**config.mk**
```make
export PLATFORM = sky130hd
export DESIGN_NAME = fpadder_driver
export DESIGN_NICKNAME = d
export VERILOG_FILES = /design/src/rtl/fpadder_driver.sv
export SDC_FILE = /design/constraint.sdc
export NUM_CORES = 1
export LEC_CHECK = 0
export CORE_MARGIN = 1.5
export CORE_UTILIZATION = 47
export CTS_CLUSTER_SIZE = 40
export DETAILED_ROUTE_END_ITERATION = 8
export PLACE_DENSITY = 0.8
export SYNTH_ARGS = -nofsm -noshare
export SYNTH_HDL_FRONTEND = slang
export SYNTH_SLANG_ARGS = --single-unit
```
**constraint.sdc**
```tcl
create_clock -name clock -period 9.5 [get_ports clock]
set_input_delay 2.85 -clock clock [delete_from_list [all_inputs] [get_ports clock]]
set_output_delay 2.85 -clock clock [all_outputs]
set_load 0.02 [all_outputs]
```
**src/rtl/fpadder_driver.sv**
```systemverilog
// rtl/fpadder_driver.sv - sequencer feeding operand pairs to a free-running fpadder
// Drives A then B after each adder ready pulse and queues real sums in an in-order FIFO.
module fpadder_driver #(
  parameter int RES_DEPTH = 2,
  parameter int TIMEOUT   = 512
) (
  input  logic        clock,
  input  logic        reset,
  input  logic        op_valid,
  output logic        op_ready,
  input  logic [31:0] op_a,
  input  logic [31:0] op_b,
  output logic        res_valid,
  input  logic        res_ready,
  output logic [31:0] res_sum,
  output logic [31:0] fp_a,
  input  logic        fp_ready,
  input  logic [31:0] fp_sum,
  output logic        busy,
  output logic        timeout_err
);

  localparam int PW  = (RES_DEPTH > 1) ? $clog2(RES_DEPTH) : 1;
  localparam int CW  = $clog2(RES_DEPTH + 1);
  localparam int CW1 = CW + 1;
  localparam int TW  = $clog2(TIMEOUT + 1);

  localparam logic [PW-1:0] LAST_PTR = PW'(RES_DEPTH - 1);
  localparam logic [CW:0]   DEPTH_C  = CW1'(RES_DEPTH);
  localparam logic [TW-1:0] TMAX     = TW'(TIMEOUT);

  typedef enum logic [1:0] {
    WAIT_RDY,
    SEND_A,
    SEND_B
  } state_t;

  state_t        state;
  logic          inflight_real;
  logic [31:0]   b_lat;
  logic [TW-1:0] tcnt;

  logic [31:0]   mem [RES_DEPTH];
  logic [PW-1:0] wr_ptr;
  logic [PW-1:0] rd_ptr;
  logic [CW-1:0] fifo_cnt;
  logic [CW:0]   credit_used;

  logic slot;
  logic push;
  logic pop;
  logic accept;

  // A pop in the same cycle is deliberately not credited back to op_ready.
  assign slot        = (state == WAIT_RDY) && fp_ready;
  assign push        = slot && inflight_real;
  assign credit_used = {1'b0, fifo_cnt} + {{CW{1'b0}}, inflight_real};
  assign op_ready    = slot && (credit_used < DEPTH_C);
  assign accept      = op_valid && op_ready;
  assign res_valid   = (fifo_cnt != '0);
  assign pop         = res_valid && res_ready;
  assign res_sum     = res_valid ? mem[rd_ptr] : '0;
  assign busy        = inflight_real || res_valid;

  always_ff @(posedge clock) begin
    if (reset) begin
      state         <= WAIT_RDY;
      inflight_real <= 1'b0;
      b_lat         <= '0;
      fp_a          <= '0;
      tcnt          <= '0;
      timeout_err   <= 1'b0;
    end else begin
      case (state)
        WAIT_RDY: begin
          if (fp_ready) begin
            state         <= SEND_A;
            inflight_real <= accept;
            fp_a          <= accept ? op_a : '0;
            if (accept) b_lat <= op_b;
          end else if (tcnt != TMAX) begin
            tcnt <= tcnt + 1'b1;
            if (tcnt == TMAX - 1'b1) timeout_err <= 1'b1;
          end
        end
        SEND_A: begin
          state <= SEND_B;
          fp_a  <= inflight_real ? b_lat : '0;
        end
        SEND_B: begin
          state <= WAIT_RDY;
          fp_a  <= '0;
          tcnt  <= '0;
        end
        default: begin
          state <= WAIT_RDY;
          fp_a  <= '0;
        end
      endcase
    end
  end

  always_ff @(posedge clock) begin
    if (reset) begin
      wr_ptr   <= '0;
      rd_ptr   <= '0;
      fifo_cnt <= '0;
    end else begin
      if (push) wr_ptr <= (wr_ptr == LAST_PTR) ? '0 : wr_ptr + 1'b1;
      if (pop)  rd_ptr <= (rd_ptr == LAST_PTR) ? '0 : rd_ptr + 1'b1;
      if (push && !pop)      fifo_cnt <= fifo_cnt + 1'b1;
      else if (pop && !push) fifo_cnt <= fifo_cnt - 1'b1;
    end
  end

  always_ff @(posedge clock) begin
    if (push) mem[wr_ptr] <= fp_sum;
  end

endmodule
```
## Word level (Yosys, flattened, before mapping)

Memories as Yosys holds them, arrays and structs flattened. A register that Yosys moved wholly into a read port is not among the register bits.
Cells that the tools add are included.

- Reduce and logical (&&, ||, !) cells: 18
- Equality and inequality tests: 7
- $lt $le $gt $ge: 1
- Bitwise gates (word level): 1
- $add $sub $neg: 6
- Mux-type cells: 18

Operators with widths:

| kind | count |
|---|---|
| 2-to-1 mux 32 bit | 4 |
| case mux 32 bit (2 select lines) | 1 |
| 2-to-1 mux 10 bit | 2 |
| case mux 10 bit (2 select lines) | 1 |
| adder 10 x 1 -> 10 bit (second input constant) | 1 |
| equality test 10 x 9 -> 1 bit (second input constant) | 1 |
| inequality test 10 bit (second input constant) | 1 |
| logical AND 1 bit | 7 |
| 2-to-1 mux 1 bit | 6 |
| 2-to-1 mux 2 bit | 3 |
| AND reduction 3 bit | 2 |
| nonzero test 2 bit | 3 |
| inequality test 2 bit (second input constant) | 2 |
| case mux 2 bit (2 select lines) | 1 |
| AND reduction 4 bit | 1 |
| adder 2 x 1 -> 3 bit | 1 |
| less-than comparator 3 x 2 -> 1 bit (second input constant) | 1 |
| adder 1 bit (second input constant) | 2 |
| adder 2 x 1 -> 2 bit (second input constant) | 1 |
| equality test 2 x 1 -> 1 bit (second input constant) | 1 |
| equality test 2 bit (second input constant) | 1 |
| logical NOT 1 bit | 2 |
| logical NOT 2 bit | 1 |
| inequality test 2 x 1 -> 1 bit (second input constant) | 1 |
| other kinds (4) | 4 |

- Register bits: 82
- Word-level logic and storage cells: 61
- Memories: 1
- RAM bits: 64
- Input port bits: 101
- Output and inout bits: 68

Memory list:

| memory | words | width | read ports | clocked after Yosys merged registers in | write ports | RTL line | RTL |
|---|---|---|---|---|---|---|---|
| mem | 2 | 32 | 1 | 1 | 1 | 43 | `logic [31:0] mem [RES_DEPTH];` |

## Longest topological paths before layout

Gate-level depths: netlist of run 1.

- Depth after elaboration: 7
- Mapped depth: 7

## Least setup slack after synthesis of run 1

Ideal clock, no wire load.

- Path type: input to output
- Start point: input port fp_ready
- End point: output port op_ready
- Buffers on the path: 0
- Required time: 6.650 ns
- Stages: 2
- Arrival: 3.312 ns
- Setup slack: 3.338 ns
- Cells stage by stage: nor3b_2 > and2_1

- Word-level cells in the longest chain between the ends: 2

Ends and longest elaborated chain:

| element | RTL line | RTL |
|---|---|---|
| start, declared | 17 | `input logic fp_ready,` |
| logical AND 1 bit | 55 | `assign slot = (state == WAIT_RDY) && fp_ready;` |
| logical AND 1 bit | 58 | `assign op_ready = slot && (credit_used < DEPTH_C);` |
| end, declared | 10 | `output logic op_ready,` |

No other way between the ends.

## Worst setup path in the final report of run 1

Ends and elaborated chain as after synthesis.

==> flow_metrics.tcl, run 1 <==
set metrics [dict create \
    finish.net_count 783 \
    cts_root_buf "clkbuf_16" \
    insertion_delay_ns 0.42 \
    ys_ff_latch 147 \
    synthTopCellsByCount "83 x dfxtp_1, 77 x nor2_1, 70 x nand2_1, 64 x edfxtp_1, 42 x a21oi_1" \
    period_share_pct 77.7 \
    dpl_cell_area_sq_um 7440 \
    antenna_found_initial 0 \
    syn_area_sq_um 5690 \
    place_congestion 0.845 \
    ys_types 41 \
    critPathTopFamily "buffers and inverters" \
    worstPathArrival_ns 4.53 \
    async_flop_share_pct 0 \
    grt.total_usage_pct 21.4 \
    grt_max_degree 79 \
    setup.worst_path.class "in2out" \
    cap_violations 0 \
    tritoncts "built" \
    syn_nets 627 \
    cts-hold-fix-buffers 0 \
    worst-path-buf-inv 2 \
    grt_pass1_wl_um 21300 \
    synth_warnings 0 \
    final.min_clock_period_ns 7.38 \
    ios 169 \
    synthCells 523 \
    post-cts-setup-buffers 0 \
    drt-vias-per-instance 5.42 \
    die-area_sq_um 12800 \
    slew_violations 0 \
    hold_viol 0 \
    grt_pass1_vias 4347 \
    crit_slowest_cell "clkdlybuf4s50_1" \
    htree_levels 4 \
    rows 40 \
    hpwl_um 8860 \
    cp-end-kind "primary output" \
    cp-start-kind "primary input" \
    instances_no_fill 839 \
    yosysTopAreaCell "edfxtp_1" \
    vdd.ir_drop.worst_v 0.000128 \
    worstMarginPinSlew_ns 1.35 \
    hold_class "reg2reg" \
    netlist_top_cells_area "edfxtp_1 34%, dfxtp_1 29%, mux2i_1 5.6%" \
    crit_chain "clkdlybuf4s50_1 > nor3b_2 > and2_1 > clkdlybuf4s50_1" \
    post_cts_resized 0 \
    yosysTopAreaCellShare_pct 33.8 \
    cts_buffer_depth 2 \
    globalRouteOverflowTotal 0 \
    wire_per_inst_um 16.2 \
    synth_edf_count 64 \
    required_ns 6.65 \
    fmax_mhz 135 \
    clkSlewWorstSetupHoldPaths_ns 0.05 \
    io_buffer_count 168 \
    fin_worst_skew_ns 0.0108 \
    path_max_fanout 7 \
    core_sq_um 11900 \
    routed_wl_um 13600 \
    die_h_um 113 \
    tns_ns 0 \
    p_leak_nw 2.75 \
    dieWidth_um 113 \
    postRouteAntennaNets 0 \
    post-route-util_pct 66.9 \
    initial_core_util_pct 47.8 \
    final_area_sq_um 7970 \
    insertedDiodeCount 0 \
    rsz0062_at_grt "false" \
    dp.cells 807 \
    crit_top_cell "clkdlybuf4s50_1" \
    cts.sinks 147 \
    status "completed" \
    yosysMostFrequentCell "dfxtp_1" \
    slew_headroom_pct 10.3 \
    critPathMaxStageDelay_ns 0.60 \
    drcViolationCount 0 \
    synth_seq_area_share_pct 62.9 \
    setup_viol 0 \
    ys.flop_type "dfxtp_1" \
    first_pass_iters 6 \
    syn_to_final_growth_pct 40.0 \
    drive_above_1_share_pct 5.20 \
    drt-initial-drc-count 263 \
    vias 4550 \
    cts-buffers-inserted 17 \
    pwr_density_cell_nw_per_um2 226 \
    avgSynthCellArea_sq_um 10.9 \
]
-- cells in the final DEF (no fill, tap or decap), types with 2 or more instances in the layout --
master / instances
nor4_1: 2
clkdlybuf4s50_1: 167
and2_1: 2
nand3_1: 7
o21ai_0: 5
o21ai_1: 3
a222oi_1: 15
a31oi_1: 2
nand2_1: 70
o311ai_0: 2
mux2i_1: 32
nor3_1: 18
a21oi_1: 42
clkbuf_1: 7
clkbuf_16: 17
edfxtp_1: 64
xor2_1: 3
o31ai_1: 3
and4_1: 2
ha_1: 3
or3_1: 3
inv_1: 6
buf_4: 6
a221oi_1: 17
dfxtp_1: 82
clkinv_1: 4
or4_1: 3
nor2_1: 76
and3_1: 5
nand4_1: 2
-- cell families (layout without fill, tap and decap cells) --
kind of cell	after synthesis	after routing	synth area share [%]
buffers and inverters	43	212	3.32
adder cells (fa/ha/maj)	3	3	0.659
flip-flops	147	147	62.9
XOR/XNOR	4	4	0.615
AO/OA/AOI/OAI	96	96	11.8
multiplexers	32	32	5.63
AND/OR/NAND/NOR	198	198	15.1
-- final cells by class --
cell class / count / area (sq um)
Clock buffer: 25 / 465
Clock inverter: 7 / 57.6
Fill cell: 905 / 3940
Inverter: 6 / 22.5
Multi-Input combinational cell: 333 / 1930
Sequential cell: 147 / 3580
Tap cell: 147 / 184
Timing Repair Buffer: 174 / 1720
-- layer usage --
metal / vias to the layer above / part of all wire, % / global-route usage [%]
li1: 2212 / - / -
met4: 0 / 1.3 / 7.83
met2: 192 / 47 / 34.5
met3: 14 / 11 / 9.69
met1: 2132 / 42 / 25.3
met5: - / 0 / 0
-- state kept, by name, summed over array words and instances, names as in the netlist, named ones only --
| name | cells |
|---|---|
| timeout_err | 1 |
| tcnt | 10 |
| b_lat | 32 |
| state | 2 |
| fifo_cnt | 2 |
| inflight_real | 1 |
| wr_ptr | 1 |
| mem | 64 |
| fp_a | 32 |
| rd_ptr | 1 |
-- worst paths after layout --
path | startpoint | endpoint | slack [ns] | cells past startpoint
setup / recovery | fp_ready | op_ready | 2.12 | 4
hold reg to reg | b_lat[10] | b_lat[10] | 0.45 | 2
hold / removal | b_lat[10] | b_lat[10] | 0.45 | 2
setup reg to reg | state[0] | fp_a[29] | 7.19 | 4
-- metrics by stage --
step | power (mW) | worst slack, ns | hold slack [ns]
4_1_cts | 1.82 | 2.13 | 0.456
3_5_place_dp | 1.22 | 2.13 | 0.448
5_1_grt | 1.88 | 2.05 | 0.467
2_1_floorplan | 0.997 | 3.34 | 0.436
6_report | 1.80 | 2.12 | 0.453
3_3_place_gp | 1.21 | 2.17 | 0.443
-- power by group --
group / switching, mW / internal [mW]
logic: 0.239 / 0.229
registers: 0.0439 / 0.692
clock network: 0.231 / 0.363
total: 0.515 / 1.28
-- worst register-to-register path, cell delays in order (launching register included) --
cell and delay [ns]:
dfxtp_1 0.40, nor3b_2 0.30, and3_2 1.01, a221oi_1 0.26
nor3_1 0.25
(Power assumes the default switching activity.)
==> run 2: changes to the inputs <==
CORE_UTILIZATION = 42   (was 47)
PLACE_DENSITY = 0.75   (was 0.8)
clock period = 6.63 ns   (was 9.5 ns; I/O delays follow)
==> flow_metrics.tcl, run 2 (synthesis results as in run 1) <==
set metrics [dict create \
    status "completed" \
    worstPathArrival_ns 3.61 \
    worst-path-buf-inv 2 \
    critPathLaunch "fp_ready" \
    final_area_sq_um 8080 \
    globalRouteOverflowTotal 0 \
    period_share_pct 84.5 \
    crit_top_cell "clkdlybuf4s50_1" \
    initial_core_util_pct 43.0 \
    insertion_delay_ns 0.42 \
    fillCellCount 1111 \
    die_h_um 119 \
    grt_pass1_vias 4447 \
    worstMarginPinSlew_ns 1.19 \
    vdd.ir_drop.worst_v 0.000146 \
    antenna_found_initial 0 \
    drt-initial-drc-count 288 \
    critPathTopFamily "buffers and inverters" \
    r2r_start "state[0]" \
    dieWidth_um 119 \
    crit_chain "clkdlybuf4s50_1 > nor3b_2 > and2_1 > clkdlybuf4s50_1" \
    io_buffer_count 168 \
    tns_ns 0 \
    insertedDiodeCount 0 \
    first_pass_iters 5 \
    largest_reg_flops 64 \
    rr_worst_depth 4 \
    required_ns 4.64 \
    reg_top3 "mem (64), b_lat (32), fp_a (32)" \
    cts.sinks 147 \
    setup.worst_path.class "in2out" \
    finish.net_count 784 \
    post_cts_resized 0 \
    post-cts-setup-buffers 0 \
    layout_common_cells "167 x clkdlybuf4s50_1, 82 x dfxtp_1, 76 x nor2_1" \
    cts_root_buf "clkbuf_16" \
    grt.total_usage_pct 19.6 \
    hold_viol 0 \
    hold_depth 2 \
    vias 4609 \
    slew_headroom_pct 20.8 \
    critPathMaxStageDelay_ns 0.60 \
    largest_register "mem" \
    fin_worst_skew_ns 0.00788 \
    hold_class "reg2reg" \
    cap_violations 0 \
    rsz0062_at_grt "false" \
    cp-start-kind "primary input" \
    htree_levels 4 \
    slew_violations 0 \
    path_max_fanout 7 \
    cp-end-kind "primary output" \
    core_sq_um 13200 \
    clkSlewWorstSetupHoldPaths_ns 0.06 \
    ios 169 \
    drive_above_1_share_pct 6.64 \
    cts-hold-fix-buffers 0 \
    rows 42 \
    hpwl_um 8980 \
    place_congestion 0.840 \
    grt_pass1_wl_um 21800 \
    dpl_cell_area_sq_um 7490 \
    syn_to_final_growth_pct 41.9 \
    routed_wl_um 13800 \
    wire_per_inst_um 15.9 \
    p_leak_nw 2.78 \
    crit_cells 4 \
    tritoncts "built" \
    grt_max_degree 79 \
    die-area_sq_um 14300 \
    drt-vias-per-instance 5.30 \
    setup_viol 0 \
    fmax_mhz 178 \
    crit_slowest_cell "clkdlybuf4s50_1" \
    min_from "b_lat[11]" \
    pwr_density_cell_nw_per_um2 332 \
    cts-buffers-inserted 17 \
    cts_buffer_depth 2 \
    postRouteAntennaNets 0 \
    final_common_cell "clkdlybuf4s50_1" \
    final.min_clock_period_ns 5.60 \
    drcViolationCount 0 \
]
==> run 2: changes by cell type in the layout (fill, tap and decap cells not counted) <==
cell        previous run  this run
clkbuf_1               7         0
clkinv_4               0         3
bufinv_16              1         3
clkinv_1               4         2
clkinvlp_2             0         2
clkinvlp_4             1         3
buf_4                  6         7
clkbuf_8               1         0
clkinv_2               1         2
==> run 2: per-layer routing <==
metal  global-route usage (%)  vias up  share of wire, %
met5                        0        -                 0
met4                     7.37        0               1.4
met3                     8.62       21               9.9
met2                     32.3      196                48
met1                     22.7     2175                41
li1                         -     2217                 -
==> run 2: cell type report <==
| class | count | area [sq um] | area share [%] |
|---|---|---|---|
| clock inverter | 15 | 166 | 2.06 |
| multi-input combinational | 333 | 1930 | 23.9 |
| clock buffer | 17 | 425 | 5.26 |
| timing repair buffer | 175 | 1730 | 21.4 |
| inverter | 6 | 22.5 | 0.279 |
| sequential | 147 | 3580 | 44.4 |
| tap | 176 | 220 | 2.73 |
==> run 2: final timing paths <==
check,to,slack [ns]
setup reg to reg,fp_a[2],4.34
setup / recovery,op_ready,1.03
hold / removal,b_lat[11],0.45
hold reg to reg,b_lat[11],0.45
==> run 2: tightest hold or removal path: cells and delay by family, from the launching register on <==
| family | cells | cell delay, ns |
|---|---|---|
| and+or+nand+nor | 1 | 0.05 |
| DFF | 1 | 0.31 |
| AOI/OAI and AO/OA | 1 | 0.05 |
==> run 2: power breakdown <==
part / switching, mW / total, mW / internal, mW
combinational: 0.343 / 0.672 / 0.329
clock: 0.370 / 0.956 / 0.586
sequential: 0.0617 / 1.05 / 0.991
==> run 2: stage by stage <==
| stage | hold slack, ns | total power [mW] | instances | setup slack [ns] | util, % |
|---|---|---|---|---|---|
| floorplan | 0.436 | 1.43 | 523 | 2.19 | - |
| global route | 0.477 | 2.79 | 869 | 0.926 | 61.0 |
| detailed placement | 0.447 | 1.75 | 837 | 1.00 | 56.5 |
| CTS | 0.456 | 2.71 | 869 | 1.01 | 61.0 |
| global placement | 0.442 | 1.74 | 837 | 1.03 | 56.5 |
| finish | 0.454 | 2.68 | 869 | 1.03 | 61.0 |
